==> src/rtl/morse_tx_scheduler.sv <==
// morse_tx_scheduler
// Queues translated Morse characters and plays them out on Y one unit at a
// time, inserting the inter-character gap after each symbol and a word gap
// for length-0 (space) entries.
//
// Ports:
//   CLK, RST            clock and synchronous active-high reset
//   abort               (only with MORSE_ABORT_EN) stop playback and flush
//   wr_valid/wr_ready   push handshake for the character queue
//   wr_pattern, wr_len  left-aligned unit pattern and its length (0 = space)
//   Start               begin playback of queued characters (from IDLE)
//   Y                   registered Morse output
//   busy                high whenever the scheduler is not IDLE
//   char_done           one-cycle pulse when a character's trailing gap ends
//   count               current queue occupancy
//
// Optional feature macro: MORSE_ABORT_EN adds the abort input.
module morse_tx_scheduler #(
  parameter int DEPTH       = 16,
  parameter int PAT_W       = 22,
  parameter int LEN_W       = 5,
  parameter int UNIT_CYCLES = 10000000,
  parameter int GAP_CHAR    = 3,
  parameter int GAP_WORD    = 7
) (
  input  logic             CLK,
  input  logic             RST,
`ifdef MORSE_ABORT_EN
  input  logic             abort,
`endif
  input  logic             wr_valid,
  output logic             wr_ready,
  input  logic [PAT_W-1:0] wr_pattern,
  input  logic [LEN_W-1:0] wr_len,
  input  logic             Start,
  output logic             Y,
  output logic             busy,
  output logic             char_done,
  output logic [LEN_W-1:0] count
);

  localparam int AW = $clog2(DEPTH);
  localparam int CW = AW + 1;
  localparam int UW = $clog2(UNIT_CYCLES);

  typedef enum logic [1:0] {IDLE, LOAD, SYMBOL, GAP} state_t;

  state_t             state_q, state_d;
  logic [AW-1:0]      wr_ptr_q, wr_ptr_d, rd_ptr_q, rd_ptr_d;
  logic [CW-1:0]      count_q, count_d;
  logic [PAT_W-1:0]   shift_q, shift_d;
  logic [LEN_W-1:0]   units_left_q, units_left_d;
  logic [UW-1:0]      unit_cnt_q, unit_cnt_d;
  logic               y_q, y_d, busy_q, busy_d, char_done_q, char_done_d;

  logic [PAT_W+LEN_W-1:0] mem_q [DEPTH];
  logic [PAT_W+LEN_W-1:0] head_entry;
  logic [PAT_W-1:0]       head_pat;
  logic [LEN_W-1:0]       head_len, head_len_clamped;
  logic                   abort_w, push, pop, unit_end, last_unit;

`ifdef MORSE_ABORT_EN
  assign abort_w = abort;
`else
  assign abort_w = 1'b0;
`endif

  // No bypass: a full queue refuses pushes even when a pop happens that cycle.
  assign wr_ready  = (count_q < CW'(DEPTH));
  assign push      = wr_valid && wr_ready && !abort_w;
  assign pop       = (state_q == LOAD) && !abort_w;
  assign unit_end  = (unit_cnt_q == UW'(UNIT_CYCLES - 1));
  assign last_unit = unit_end && (units_left_q == LEN_W'(1));

  assign head_entry       = mem_q[rd_ptr_q];
  assign head_pat         = head_entry[PAT_W+LEN_W-1:LEN_W];
  assign head_len         = head_entry[LEN_W-1:0];
  assign head_len_clamped = (head_len > LEN_W'(PAT_W)) ? LEN_W'(PAT_W) : head_len;

  // Queue storage: written on push, no reset needed (pointers define validity).
  always_ff @(posedge CLK) begin
    if (push) begin
      mem_q[wr_ptr_q] <= {wr_pattern, wr_len};
    end
  end

  always_comb begin
    state_d      = state_q;
    shift_d      = shift_q;
    units_left_d = units_left_q;
    unit_cnt_d   = unit_cnt_q;
    char_done_d  = 1'b0;
    wr_ptr_d     = push ? wr_ptr_q + AW'(1) : wr_ptr_q;
    rd_ptr_d     = pop  ? rd_ptr_q + AW'(1) : rd_ptr_q;
    count_d      = count_q + CW'(push) - CW'(pop);

    case (state_q)
      IDLE: begin
        if (Start && (count_q != '0)) state_d = LOAD;
      end
      LOAD: begin
        unit_cnt_d = '0;
        if (head_len != '0) begin
          shift_d      = head_pat;
          units_left_d = head_len_clamped;
          state_d      = SYMBOL;
        end else begin
          units_left_d = LEN_W'(GAP_WORD);
          state_d      = GAP;
        end
      end
      SYMBOL: begin
        if (unit_end) begin
          unit_cnt_d   = '0;
          shift_d      = shift_q << 1;
          units_left_d = units_left_q - LEN_W'(1);
          if (last_unit) begin
            units_left_d = LEN_W'(GAP_CHAR);
            state_d      = GAP;
          end
        end else begin
          unit_cnt_d = unit_cnt_q + UW'(1);
        end
      end
      GAP: begin
        if (unit_end) begin
          unit_cnt_d   = '0;
          units_left_d = units_left_q - LEN_W'(1);
          if (last_unit) begin
            char_done_d = 1'b1;
            // A push landing in this very cycle still chains straight to LOAD.
            state_d = ((count_q != '0) || push) ? LOAD : IDLE;
          end
        end else begin
          unit_cnt_d = unit_cnt_q + UW'(1);
        end
      end
      default: state_d = IDLE;
    endcase

    if (abort_w) begin
      state_d     = IDLE;
      wr_ptr_d    = '0;
      rd_ptr_d    = '0;
      count_d     = '0;
      char_done_d = 1'b0;
    end

    // Outputs are registered, so Y trails the state by one cycle.
    y_d    = (state_q == SYMBOL) && shift_q[PAT_W-1] && !abort_w;
    busy_d = (state_d != IDLE);
  end

  always_ff @(posedge CLK) begin
    if (RST) begin
      state_q      <= IDLE;
      wr_ptr_q     <= '0;
      rd_ptr_q     <= '0;
      count_q      <= '0;
      shift_q      <= '0;
      units_left_q <= '0;
      unit_cnt_q   <= '0;
      y_q          <= 1'b0;
      busy_q       <= 1'b0;
      char_done_q  <= 1'b0;
    end else begin
      state_q      <= state_d;
      wr_ptr_q     <= wr_ptr_d;
      rd_ptr_q     <= rd_ptr_d;
      count_q      <= count_d;
      shift_q      <= shift_d;
      units_left_q <= units_left_d;
      unit_cnt_q   <= unit_cnt_d;
      y_q          <= y_d;
      busy_q       <= busy_d;
      char_done_q  <= char_done_d;
    end
  end

  assign Y         = y_q;
  assign busy      = busy_q;
  assign char_done = char_done_q;
  assign count     = LEN_W'(count_q);

endmodule

==> config.mk <==
export PLATFORM = sky130hd
export DESIGN_NAME = morse_tx_scheduler
export DESIGN_NICKNAME = d
export VERILOG_FILES = /design/src/rtl/morse_tx_scheduler.sv
export SDC_FILE = /design/constraint.sdc
export NUM_CORES = 1
export LEC_CHECK = 0
export ABC_AREA = 1
export CAP_MARGIN = 10
export CORE_ASPECT_RATIO = 1.4
export CORE_MARGIN = 10
export CORE_UTILIZATION = 55
export CTS_BUF_LIST = sky130_fd_sc_hd__clkbuf_4 sky130_fd_sc_hd__clkbuf_8 sky130_fd_sc_hd__clkbuf_16
export CTS_CLUSTER_SIZE = 40
export DETAILED_ROUTE_END_ITERATION = 10
export GPL_TIMING_DRIVEN = 0
export PLACE_DENSITY = 0.84
export SLEW_MARGIN = 20
export SYNTH_ARGS = -nofsm -noshare
export SYNTH_HDL_FRONTEND = slang
export SYNTH_SLANG_ARGS = --single-unit
==> constraint.sdc <==
create_clock -name CLK -period 2.25 [get_ports CLK]
set_input_delay 0.45 -clock CLK [delete_from_list [all_inputs] [get_ports CLK]]
set_output_delay 0.45 -clock CLK [all_outputs]
set_load 0.1 [all_outputs]
# [Word level (Yosys, flattened, before mapping)]
# Memory sizes are Yosys's and may differ from the RTL's. A register that Yosys moved wholly into a read port is not among the register bits.
# Index checks and enable logic that the tools add are counted.
[word_totals] mem_bits_rw=432 word_cells=69 register_bits=69 memories=1 inputBits=31
[memory_table] memory="mem_q" depth=16 width=27 rd=1 rd_ports_with_merged_regs=1 write_ports=1 line_no="56" rtl="logic [PAT_W+LEN_W-1:0] mem_q [DEPTH];"
[classes] n_eq_ne=8 n_reduce_logical=16 muxes=24 order_cmp=2 n_addsub=6 n_bitwise=2
[ops] op="$pmux 24 s2" n=1
[ops] op="$mux 22" n=2
[ops] op="$pmux 22 s2" n=1
[ops] op="$mux 5" n=5
[ops] op="$add 24x1->24 const B" n=1
[ops] op="$eq 24x24->1 const B" n=1
[ops] op="$mux 24" n=1
[ops] op="$pmux 5 s3" n=1
[ops] op="$mux 2" n=5
[ops] op="$reduce_bool 5->1" n=2
[ops] op="$add 4x1->4 const B" n=2
[ops] op="$mux 4" n=2
[ops] op="$pmux 2 s4" n=1
[ops] op="$reduce_and 3->1" n=2
[ops] op="$reduce_bool 2->1" n=3
[ops] op="$add 5x1->5" n=1
[ops] op="$eq 5x1->1 const B" n=1
[ops] op="$gt 5x5->1 const B" n=1
[ops] op="$lt 5x5->1 const B" n=1
[ops] op="$mux 1" n=5
[ops] op="$sub 5x1->5" n=1
[ops] op="$sub 5x1->5 const B" n=1
[ops] op="$eq 2x2->1 const B" n=2
[ops] op="$logic_and 1x1->1" n=4
[ops] op="9 further kinds" n=11

# [Depth between registers and ports, before layout]
# Gate-level depths: netlist of run 1.
[depth] depth_word=8 depth_mapped=15 ltp_nobuf=14

# [Worst setup path before layout of run 1]
# Ideal clock, no wire load.
[synth_timing] path_type="register to register" start="register count_q[4] (netlist: count[4])" end="memory mem_q[11][0] (netlist bit), enable pin" slack_ps=-1327 path_stages_with_launch=6 setup_time_ps=411 arrival_time_ps=3166 path_cell_list="dfxtp_1 -> inv_1 -> nand2_1 -> inv_1 -> nand3_1 -> nor2_1"
[synth_via] elab_chain_len=4
[synth_lines] element="start: declaration" line_no="50" rtl="logic [CW-1:0] count_q, count_d;"
[synth_lines] element="start signal: assignment" line_no="170" rtl="count_q <= count_d;"
[synth_lines] element="$lt 5x5->1" line_no="69" rtl="assign wr_ready = (count_q < CW'(DEPTH));"
[synth_lines] element="via wr_ready" line_no="32" rtl="output logic wr_ready,"
[synth_lines] element="$logic_and 1x1->1" line_no="70" rtl="assign push = wr_valid && wr_ready && !abort_w;"
[synth_lines] element="$mux 1" line_no="82" rtl="if (push) begin"
[synth_lines] element="$mux 1 (not written as such)" line_no="83" rtl="mem_q[wr_ptr_q] <= {wr_pattern, wr_len};"
[synth_lines] element="end: declaration" line_no="56"
# The timed path passes the listed nets, and every way through them passes these cells.

==> results of run 1 <==
how the worst min path moves through the flow:
| stage | endpoint | slack [ns] | cells after the start |
|---|---|---|---|
| 2_1_floorplan | flop | 0.41 | 1 |
| 3_3_place_gp | rd_ptr_q[3] | 0.42 | 1 |
| 3_5_place_dp | Y | 0.45 | 2 |
| 4_1_cts | Y | 0.46 | 2 |
| 5_1_grt | shift_q[0] | 0.49 | 2 |
| 6_report | shift_q[0] | 0.47 | 2 |
worst reg2reg max path, cell delays in order, from the launching register on:
cell,delay [ns]
dfxtp_1,0.36
buf_2,0.28
clkbuf_4,0.31
clkbuf_4,0.30
o211ai_1,0.16
nand3_1,0.13
nand2_2,0.12
mux2i_1,0.23
nand4_1,0.17
nand2_1,0.11
nor2_1,0.05
final cells by class:
| cell class | count | area [µm²] |
|---|---|---|
| repair buffers | 68 | 950 |
| clock buffers | 67 | 1380 |
| multi-input cells | 1141 | 5920 |
| clock inverters | 20 | 185 |
| well taps | 473 | 592 |
| plain buffers | 105 | 722 |
| fillers | 2496 | 13000 |
| flip-flops and latches | 505 | 14400 |
| inverters | 140 | 534 |
timing repair:
item	in CTS	in global routing
gates resized for setup	90	101
pin swaps	0	12
gates cloned	0	1
endpoints found under the setup margin	357	99
buffers inserted	0	12
endpoints found under the hold margin	0	0
state kept, by name (all words and copies together) (netlist names), named ones only:
register / count
count: 5
units_left_q: 5
busy: 1
char_done: 1
Y: 1
rd_ptr_q: 4
unit_cnt_q: 24
wr_ptr_q: 4
state_q: 2
shift_q: 22
mem_q: 432
logic make-up (layout without fill, tap and decap cells):
| logic type | count (synthesis) | count (layout) | share of synthesized area, % |
|---|---|---|---|
| AO/OA/AOI/OAI | 333 | 333 | 9.16 |
| flip-flops | 505 | 505 | 68.5 |
| AND/OR/NAND/NOR | 754 | 755 | 14.9 |
| buffers and inverters | 246 | 400 | 4.81 |
| adder cells (fa/ha/maj) | 19 | 19 | 1.16 |
| XOR/XNOR | 13 | 13 | 0.540 |
| multiplexers | 21 | 21 | 0.997 |
metal layers:
layer | vias to the layer above | global-route usage (%) | wire length, µm
met5 | - | 0 | 12
met4 | 2 | 17.1 | 4000
met3 | 305 | 5.06 | 7160
met2 | 1209 | 42.8 | 30700
met1 | 7464 | 27.4 | 19700
li1 | 6864 | - | -
power breakdown:
group,internal (mW),switching (mW),total [mW]
sequential,10.7,0.311,11.0
clock,4.63,3.45,8.08
combinational,2.95,6.50,9.45
cell usage after synthesis (2+ instances only):
library cell and number:
nor2_1 352, o22ai_1 2, o21ai_1 6, ha_1 18, buf_4 9, nor3_1 25, nor2_4 2, nand2_1 227
buf_6 3, clkinv_1 5, o211ai_1 91, xnor2_1 6, a21oi_1 30, inv_1 132, a211oi_1 4, o21a_1 3
dfxtp_1 73, inv_2 3, buf_2 28, nand3_1 105, mux2i_1 21, nand4_1 33, xor2_1 7, clkbuf_1 59
edfxtp_1 432, buf_1 7, o21ai_0 191, a31oi_1 2, nor4_1 6
placed cells by master (no fill, tap or decap), types with 30 or more instances in the layout:
cell type and instances:
nor2_1 332, clkbuf_2 34, clkbuf_16 50, nand2_1 214, clkdlybuf4s50_1 30, inv_1 127
nand3_1 104, nand4_1 33, o21ai_0 189, o211ai_1 91, clkbuf_4 34, dfxtp_1 70
edfxtp_1 432
==> metrics.md, run 1 <==
| Metric | Value |
|---|---|
| Status | finished with violations |
| Failing checks | negative setup slack |
| Pin count of the biggest net entering global routing | 28 |
| Post-synth EDFFs | about 430 |
| Sequential area share after synthesis | between 60% and 70% |
| Remaining antenna violation count | 0 |
| Wirelength per Cell | 24.4 µm |
| CTS clk-pin slew, worst paths | ~0.070 ns |
| Max Clock Freq | 432 MHz |
| Max cap viols | 0 |
| Final Critical Period | approximately 2.3 ns |
| CTS tree | yes |
| Die footprint | 46700 µm² |
| Synth warn | 0 |
| Vias per std cell | roughly 6.3 |
| P_leak | just under 9 nW |
| WP buf/inv | 3 |
| Vert. Die Dim | 252 µm |
| Syn Area/Cell | between 10 and 15 µm² |
| Hold WS | between 0.4 and 0.5 ns |
| Slew Limit Headroom | between 30 and 40% |
| Fin. max-slew vios | 0 |
| Hold_buf cts | 0 |
| HP Start | shift_q[0] |
| Worst path max stage delay | ~0.36 ns |
| Final setup TNS | -0.107 ns |
| Clk_lat worst skew | approximately 0.58 ns |
| Cell depth of the worst flop-to-flop path | 10 |
| Total Nets Final | around 2100 |
| Crit share post-route | 103% |
| CTS Buffer Depth | 3 |
| CP Capture Type | flop |
| Asr flop ratio synth | 0% |
| PortBufs | 39 |
| Post-synthesis cell type count | 38 |
| Placed cells | 2405 |
| Pwr Density | about 1200 nW/µm² |
| Dpl hpwl | roughly 37000 µm |
| Cell mode on critical path | clkbuf_4 |
| Non-Filler Instances | roughly 2500 |
| CORE AREA | about 38000 µm² |
| Share of the synthesized area in the top cell type | around 62% |
| Antenna violations before repair | 1 |
| CP startpoint kind | flop |
| Measured slew at the worst slew-check pin | about 0.97 ns |
| Worst EP required | approximately 2.7 ns |
| Vias in the first global route | approximately 16000 |
| Largest fanout on the critical path | 10 |
| # DRC | 0 |
| Syn Inst Count | roughly 1900 |
| FF-to-FF setup slack | -0.07 ns |
| CP max stage cell | dfxtp_1 |
| Layout cells sized above 1 | 13.0% |
| Root buf cell | clkbuf_16 |
| Critical path endpoint | shift_q[14] |
| Top cell type by total area after synthesis | edfxtp_1 |
| Final setup vio count | 3 |
| Area grow syn2layout | 17.3% |
| GR Util All Layers | approximately 25% |
| Final instance area | roughly 25000 µm² |
| Worst IR Drop VDD | between 700 and 800 µV |
| Placer congestion estimate | roughly 0.9 |
| TritonRoute pass-1 iters | 9 |
| CP cell instances | buf_2 > clkbuf_4 > clkbuf_4 > o211ai_1 > nand3_1 > nand2_2 > mux2i_1 > nand4_1 > nand2_1 > nor2_1 |
| RSZ-0062 raised after global routing | true |
| Final setup skew | 0.0166 ns |
| Layout Utilization | about 66% |
| Ant. Diodes | 0 |
| Ys flop type | edfxtp_1 |
| Number of synthesized register bits | between 500 and 600 |
| CP arrival | 2.78 ns |
| RR Endpoint | shift_q[14] |
| Row count | between 80 and 90 |
| CTS Sinks | 505 |
| First-pass GRT wire length | about 90000 µm |
| Mapped Area | roughly 21000 µm² |
| Die width | roughly 190 µm |
| Hold Violations, Final | 0 |
| Starting DRT DRC Count | ~2100 |
| Placed cell area | around 22000 µm² |
| Total Wirelength | 61600 µm |
| Syn Nets | just under 2000 |
| Min-Delay Path Class | flop to flop |
| IO Count | 40 |
| Critical path type | flop to flop |
| Worst path top cell family by delay | buffers and inverters |
| Tot Pwr | between 20 and 30 mW |
| TritonCTS buffer count | 47 |
| H-tree levels | 2 |
| Grt ovf | 0 |
| Post-place setup slack | -0.710 ns |
| Starting density of the core | around 56% |
| Crit path depth | 10 |
| Synth area leaders | edfxtp_1 (62%), dfxtp_1 (6.9%), nor2_1 (6.3%) |
| Final WS setup | -0.0650 ns |
| Vias | around 16000 |
No activity file was read; power rests on OpenSTA's default activity.
==> run 2: changes to the inputs <==
Settings changed: CORE_ASPECT_RATIO 1.4 to 0.7, GPL_TIMING_DRIVEN 0 to default.
==> metrics.md, run 2 (synthesized netlist as in run 1, its figures left out) <==
| Metric | Value |
|---|---|
| Status | complete, no violations |
| Critical path endpoint | shift_q[8] |
| GR Util All Layers | a little over a fifth |
| Die width | about 250 µm |
| Antenna violations before repair | 2 |
| Pin count of the biggest net entering global routing | roughly 110 |
| Vert. Die Dim | approximately 180 µm |
| Cell mode on critical path | nor2_1 |
| Top reg by flops | mem_q |
| Vias | 14826 |
| Max reg flops | about 430 |
| Worst EP required | roughly 2.7 ns |
| CP startpoint kind | flop |
| Cell depth of the worst flop-to-flop path | 15 |
| Final setup skew | around 0.018 ns |
| Clk_lat worst skew | between 0.5 and 0.6 ns |
| Min-Delay Path Class | flop to flop |
| Final Critical Period | 2.23 ns |
| Dpl hpwl | a little over 30000 µm |
| Placer congestion estimate | 0.886 |
| Largest fanout on the critical path | 13 |
| H-tree levels | 2 |
| WP buf/inv | 4 |
| CTS Buffer Depth | 3 |
| P_leak | a little under 9 nW |
| Max Clock Freq | 448 MHz |
| TritonCTS buffer count | 45 |
| CP cell instances | buf_6 > clkbuf_16 > nor2_1 > nor2_1 > o21ai_1 > nand3_1 > nand3_1 > nand2_2 > nor2_4 > nand4_4 > nand3_4 > clkbuf_16 > nand2_1 > inv_1 > nor2_1 |
| Most frequent cells in the layout | edfxtp_1 (432), nor2_1 (332), nand2_1 (221) |
| Worst path top cell family by delay | simple AND/OR/NAND/NOR gates |
| Worst hold path depth | 1 |
| Final setup vio count | 0 |
| Hold WS | between 0.4 and 0.5 ns |
| Tot Pwr | 27.5 mW |
| Row count | just under 60 |
| IO Count | 40 |
| TritonRoute pass-1 iters | 8 |
| Worst IR Drop VDD | 747 µV |
| Crit path depth | 15 |
| # DRC | 0 |
| CP max stage cell | dfxtp_4 |
| Fin. max-slew vios | 0 |
| CTS Sinks | slightly above 500 |
| FF-to-FF setup slack | about 0.016 ns |
| CORE AREA | approximately 38000 µm² |
| Critical path type | flop to flop |
| Total Nets Final | roughly 2000 |
| CTS clk-pin slew, worst paths | 0.06 ns |
| CTS tree | yes |
| Remaining antenna violation count | 0 |
| Area grow syn2layout | 17.3% |
| Top Registers | mem_q x432, unit_cnt_q x24, shift_q x22 |
| Final setup TNS | 0 ns |
| Root buf cell | clkbuf_16 |
| RR Endpoint | shift_q[8] |
| Crit share post-route | around 99% |
| Total Wirelength | between 50000 and 60000 µm |
| PortBufs | 39 |
| Max cap viols | 0 |
| Worst path max stage delay | about 0.38 ns |
| Starting density of the core | 56.2% |
| CP arrival | between 2 and 3 ns |
| Hold Violations, Final | 0 |
| Slew Limit Headroom | 54.1% |
| Commonest non-fill, non-tap cell in the layout | edfxtp_1 |
| Layout cells sized above 1 | between 10% and 20% |
| Measured slew at the worst slew-check pin | just under 0.7 ns |
| Vias in the first global route | approximately 14000 |
| Pwr Density | between 1000 and 1500 nW/µm² |
| Grt ovf | 0 |
| Vias per std cell | 5.94 |
| First-pass GRT wire length | 78500 µm |
| Die footprint | about 47000 µm² |
| Wirelength per Cell | 20.5 µm |
| CP Capture Type | flop |
| Starting DRT DRC Count | about 1800 |
run 2: cell types whose count changed in the layout (fill, tap and decap cells not counted), moves of 3 or more:
cell,delta
buf_12,+38
buf_4,+35
clkbuf_2,-34
clkbuf_4,-18
buf_2,-13
buf_16,-11
buf_6,-11
clkbuf_1,-11
nand2_1,+7
nand2_2,-7
buf_8,-4
clkdlybuf4s15_2,-4
clkinv_2,+3
dlygate4sd2_1,-3
run 2: how the worst min path moves through the flow:
stage,from,endpoint,slack (ns)
after global placement,rd_ptr_q[3],rd_ptr_q[3],0.42
after floorplan,rd_ptr_q[3],flop,0.41
after global routing,rd_ptr_q[3],rd_ptr_q[3],0.48
after detailed placement,rd_ptr_q[3],rd_ptr_q[3],0.43
final,rd_ptr_q[3],flop,0.44
after CTS,rd_ptr_q[3],flop,0.44
run 2: cell type report:
class,instances,area (µm²)
Clock inverter,20,179
Clock buffer,63,1300
Inverter,140,556
Multi-Input combinational cell,1140,5850
Timing Repair Buffer,137,1780
Timing Repair inverter,1,16.3
Tap cell,488,611
Sequential cell,505,14400
Antenna cell,1,2.50
Fill cell,2537,12800
run 2: worst reg2reg max path, stage by stage, from the launching register on:
cell,delay (ns)
dfxtp_4,0.38
buf_6,0.16
clkbuf_16,0.17
nor2_1,0.12
nor2_1,0.05
o21ai_1,0.08
nand3_1,0.09
nand3_1,0.12
nand2_2,0.12
nor2_4,0.17
nand4_4,0.17
nand3_4,0.17
clkbuf_16,0.18
nand2_1,0.06
inv_1,0.05
nor2_1,0.04
run 2: metal layers:
layer | part of all wire, % | track usage, % | up-vias
met4 | 2.6 | 7.09 | 2
met5 | 0.025 | 0 | -
met2 | 49 | 35.6 | 847
met3 | 9.6 | 3.39 | 104
li1 | - | - | 6794
met1 | 39 | 27.9 | 7079
run 2: report_power, final:
group | switching (mW) | leakage, nW | internal, mW
sequential | 0.287 | 4.50 | 10.7
clock | 3.31 | 0.743 | 4.39
combinational | 5.77 | 3.48 | 3.09
run 2: timing repair:
item,CTS,global route
resized for setup,0,26
setup buffers,0,6
hold buffers,0,0
endpoints found under the setup margin,0,31
run 2: stage by stage:
| stage | area (µm²) | worst slack [ns] | util [%] | instances |
|---|---|---|---|---|
| 6_report | 24700 | 0.0157 | 66.0 | 2495 |
| 4_1_cts | 24500 | 0.0108 | 65.2 | 2484 |
| 2_1_floorplan | 21300 | -0.352 | - | 1891 |
| 3_3_place_gp | 23000 | -0.138 | 61.3 | 2401 |
| 5_1_grt | 24700 | -0.0363 | 66.0 | 2495 |
| 3_5_place_dp | 23000 | -0.198 | 61.3 | 2401 |
==> run 3: changes to the inputs <==
Settings changed: CTS_BUF_LIST sky130_fd_sc_hd__clkbuf_4 sky130_fd_sc_hd__clkbuf_8 sky130_fd_sc_hd__clkbuf_16 to sky130_fd_sc_hd__clkbuf_2.
==> metrics.md, run 3 (synthesized netlist as in run 1, its figures left out) <==
| Metric | Value |
|---|---|
| Vias in the first global route | 14666 |
| Area of the multi-input gates | between 5000 and 6000 µm² |
| Placed cell area | ~23000 µm² |
| CTS tree | yes |
| Clk_lat worst skew | approximately 1.0 ns |
| Largest fanout on the critical path | 13 |
| RR Endpoint | shift_q[17] |
| Placer congestion estimate | around 0.89 |
| Antenna violations before repair | 4 |
| P_leak | between 8 and 9 nW |
| Root buf cell | clkbuf_2 |
| Remaining antenna violation count | 0 |
| Filler cells | ~2600 |
| Part of the power in the clock network | 22.0% |
| Critical path endpoint | shift_q[17] |
| Max Clock Freq | ~450 MHz |
| Area grow syn2layout | 16.2% |
| TritonCTS buffer count | 110 |
| Top reg by flops | mem_q |
| Final setup skew | ~0.079 ns |
| Min-Delay Path Class | primary input to flop |
| Measured slew at the worst slew-check pin | 0.721 ns |
| Most frequent cells in the layout | edfxtp_1 (432), nor2_1 (332), nand2_1 (220) |
| Row count | 59 |
| Power Internal | approximately 16 mW |
| FF-to-FF setup slack | between 0.02 and 0.025 ns |
| P_sw | around 9.6 mW |
| Vias per std cell | just under 6 |
| Final setup vio count | 0 |
| CP Capture Type | flop |
| Starting density of the core | a little under three fifths |
| CTS Sinks | 505 |
| H-tree levels | 3 |
| Max cap viols | 0 |
| Slew Limit Headroom | around half |
| Critical path type | flop to flop |
| Status | complete, no violations |
| RSZ-0062 raised after global routing | true |
| Total Nets Final | 2091 |
| Net Sw Frac | approximately 37% |
| Pwr Density | between 1000 and 1500 nW/µm² |
| Top Registers | mem_q x432, unit_cnt_q x24, shift_q x22 |
| Vias | between 15000 and 20000 |
| Fin. max-slew vios | 0 |
| Vert. Die Dim | between 150 and 200 µm |
| TritonRoute pass-1 iters | 6 |
| Final Critical Period | 2.23 ns |
| Die width | about 250 µm |
| CTS clk-pin slew, worst paths | 0.10 ns |
| Worst hold path depth | 2 |
| Commonest non-fill, non-tap cell in the layout | edfxtp_1 |
| Hold_buf cts | 0 |
| Flop pwr share | 42.4% |
| Pin count of the biggest net entering global routing | roughly 110 |
| CORE AREA | about 38000 µm² |
| CTS Buffer Depth | 3 |
| Dpl hpwl | roughly 31000 µm |
| Grt ovf | 0 |
| Power share of the combinational group | a little over a third |
| GR Util All Layers | roughly a fifth |
| Max reg flops | 432 |
| Worst IR Drop VDD | between 600 and 700 µV |
| Wirelength per Cell | roughly 20 µm |
| Hold Violations, Final | 0 |
| First-pass GRT wire length | between 70000 and 80000 µm |
| # DRC | 0 |
| Crit share post-route | between 90% and 100% |
| IO Count | 40 |
| CP startpoint kind | flop |
| Layout cells sized above 1 | 16.9% |
| Storage element area | roughly 14000 µm² |
| Starting DRT DRC Count | about 1800 |
| Worst EP required | 3.14 ns |
| PortBufs | 39 |
| Final setup TNS | 0 ns |
| CP arrival | just over 3 ns |
| Cell depth of the worst flop-to-flop path | 15 |
| Die footprint | around 47000 µm² |
| Final instance area | 24500 µm² |
| Total Wirelength | between 50000 and 60000 µm |
## run 3: final cells by class
cell class                 instances  share of cell area, %
antenna                            3                 0.0306
clock buffer                     179                   3.66
clock inverter                    24                  0.505
inverter                         140                   2.27
multi-input combinational       1140                   24.1
sequential                       505                   59.0
tap                              488                   2.49
timing repair buffer             143                   7.85
timing repair inverter             1                  0.123
## run 3: worst min-delay path by stage
| stage | endpoint | slack [ns] | from |
|---|---|---|---|
| finish | shift_q[0] | 0.20 | RST |
| global route | shift_q[0] | 0.12 | RST |
| CTS | Y | 0.11 | RST |
| detailed placement | rd_ptr_q[3] | 0.43 | rd_ptr_q[3] |
| global placement | rd_ptr_q[3] | 0.42 | rd_ptr_q[3] |
| floorplan | flop | 0.41 | rd_ptr_q[3] |
## run 3: layer usage
layer / share of wire, % / up-vias / GRT usage (%)
li1: - / 7009 / -
met5: 0.035 / - / 0
met4: 3.2 / 2 / 8.81
met1: 39 / 7265 / 27.9
met3: 10 / 131 / 4.38
met2: 48 / 924 / 33.9
## run 3: power groups by stage
stage	sequential, mW	combinational (mW)	clock (mW)
floorplan	11.4	5.36	0
global placement	11.1	7.85	0
detailed placement	11.2	8.19	0
CTS	11.0	8.26	5.76
global route	11.0	10.0	6.28
finish	11.0	9.19	5.70
## run 3: critical path, cell delays in order, from the launching register on
cell	delay (ns)
dfxtp_4	0.37
buf_6	0.14
clkbuf_16	0.17
nor2_2	0.11
nor2_1	0.04
o21ai_1	0.09
nand3_1	0.13
nand3_2	0.13
nand2_4	0.09
nor2_4	0.16
nand4_4	0.17
nand3_4	0.19
clkbuf_16	0.19
nand2_1	0.05
inv_1	0.05
nor2_1	0.03
## run 3: timing repair
action | in CTS | in global routing
hold endpoints to repair | 0 | 0
gates cloned | 0 | 7
gates resized for setup | 5 | 54
buffers inserted | 0 | 9
pin swaps | 0 | 10
endpoints found under the setup margin | 3 | 35
## run 3: metrics by stage
stage / hold WS, ns / setup WS, ns / power [mW] / instances / utilization, %
final: 0.196 / 0.0223 / 25.8 / 2623 / 65.4
after global routing: 0.118 / -0.0458 / 27.3 / 2623 / 65.4
after CTS: 0.107 / 0.00336 / 25.0 / 2604 / 64.1
after detailed placement: 0.429 / -0.198 / 19.4 / 2401 / 61.3
after global placement: 0.422 / -0.138 / 19.0 / 2401 / 61.3
after floorplan: 0.413 / -0.352 / 16.8 / 1891 / -
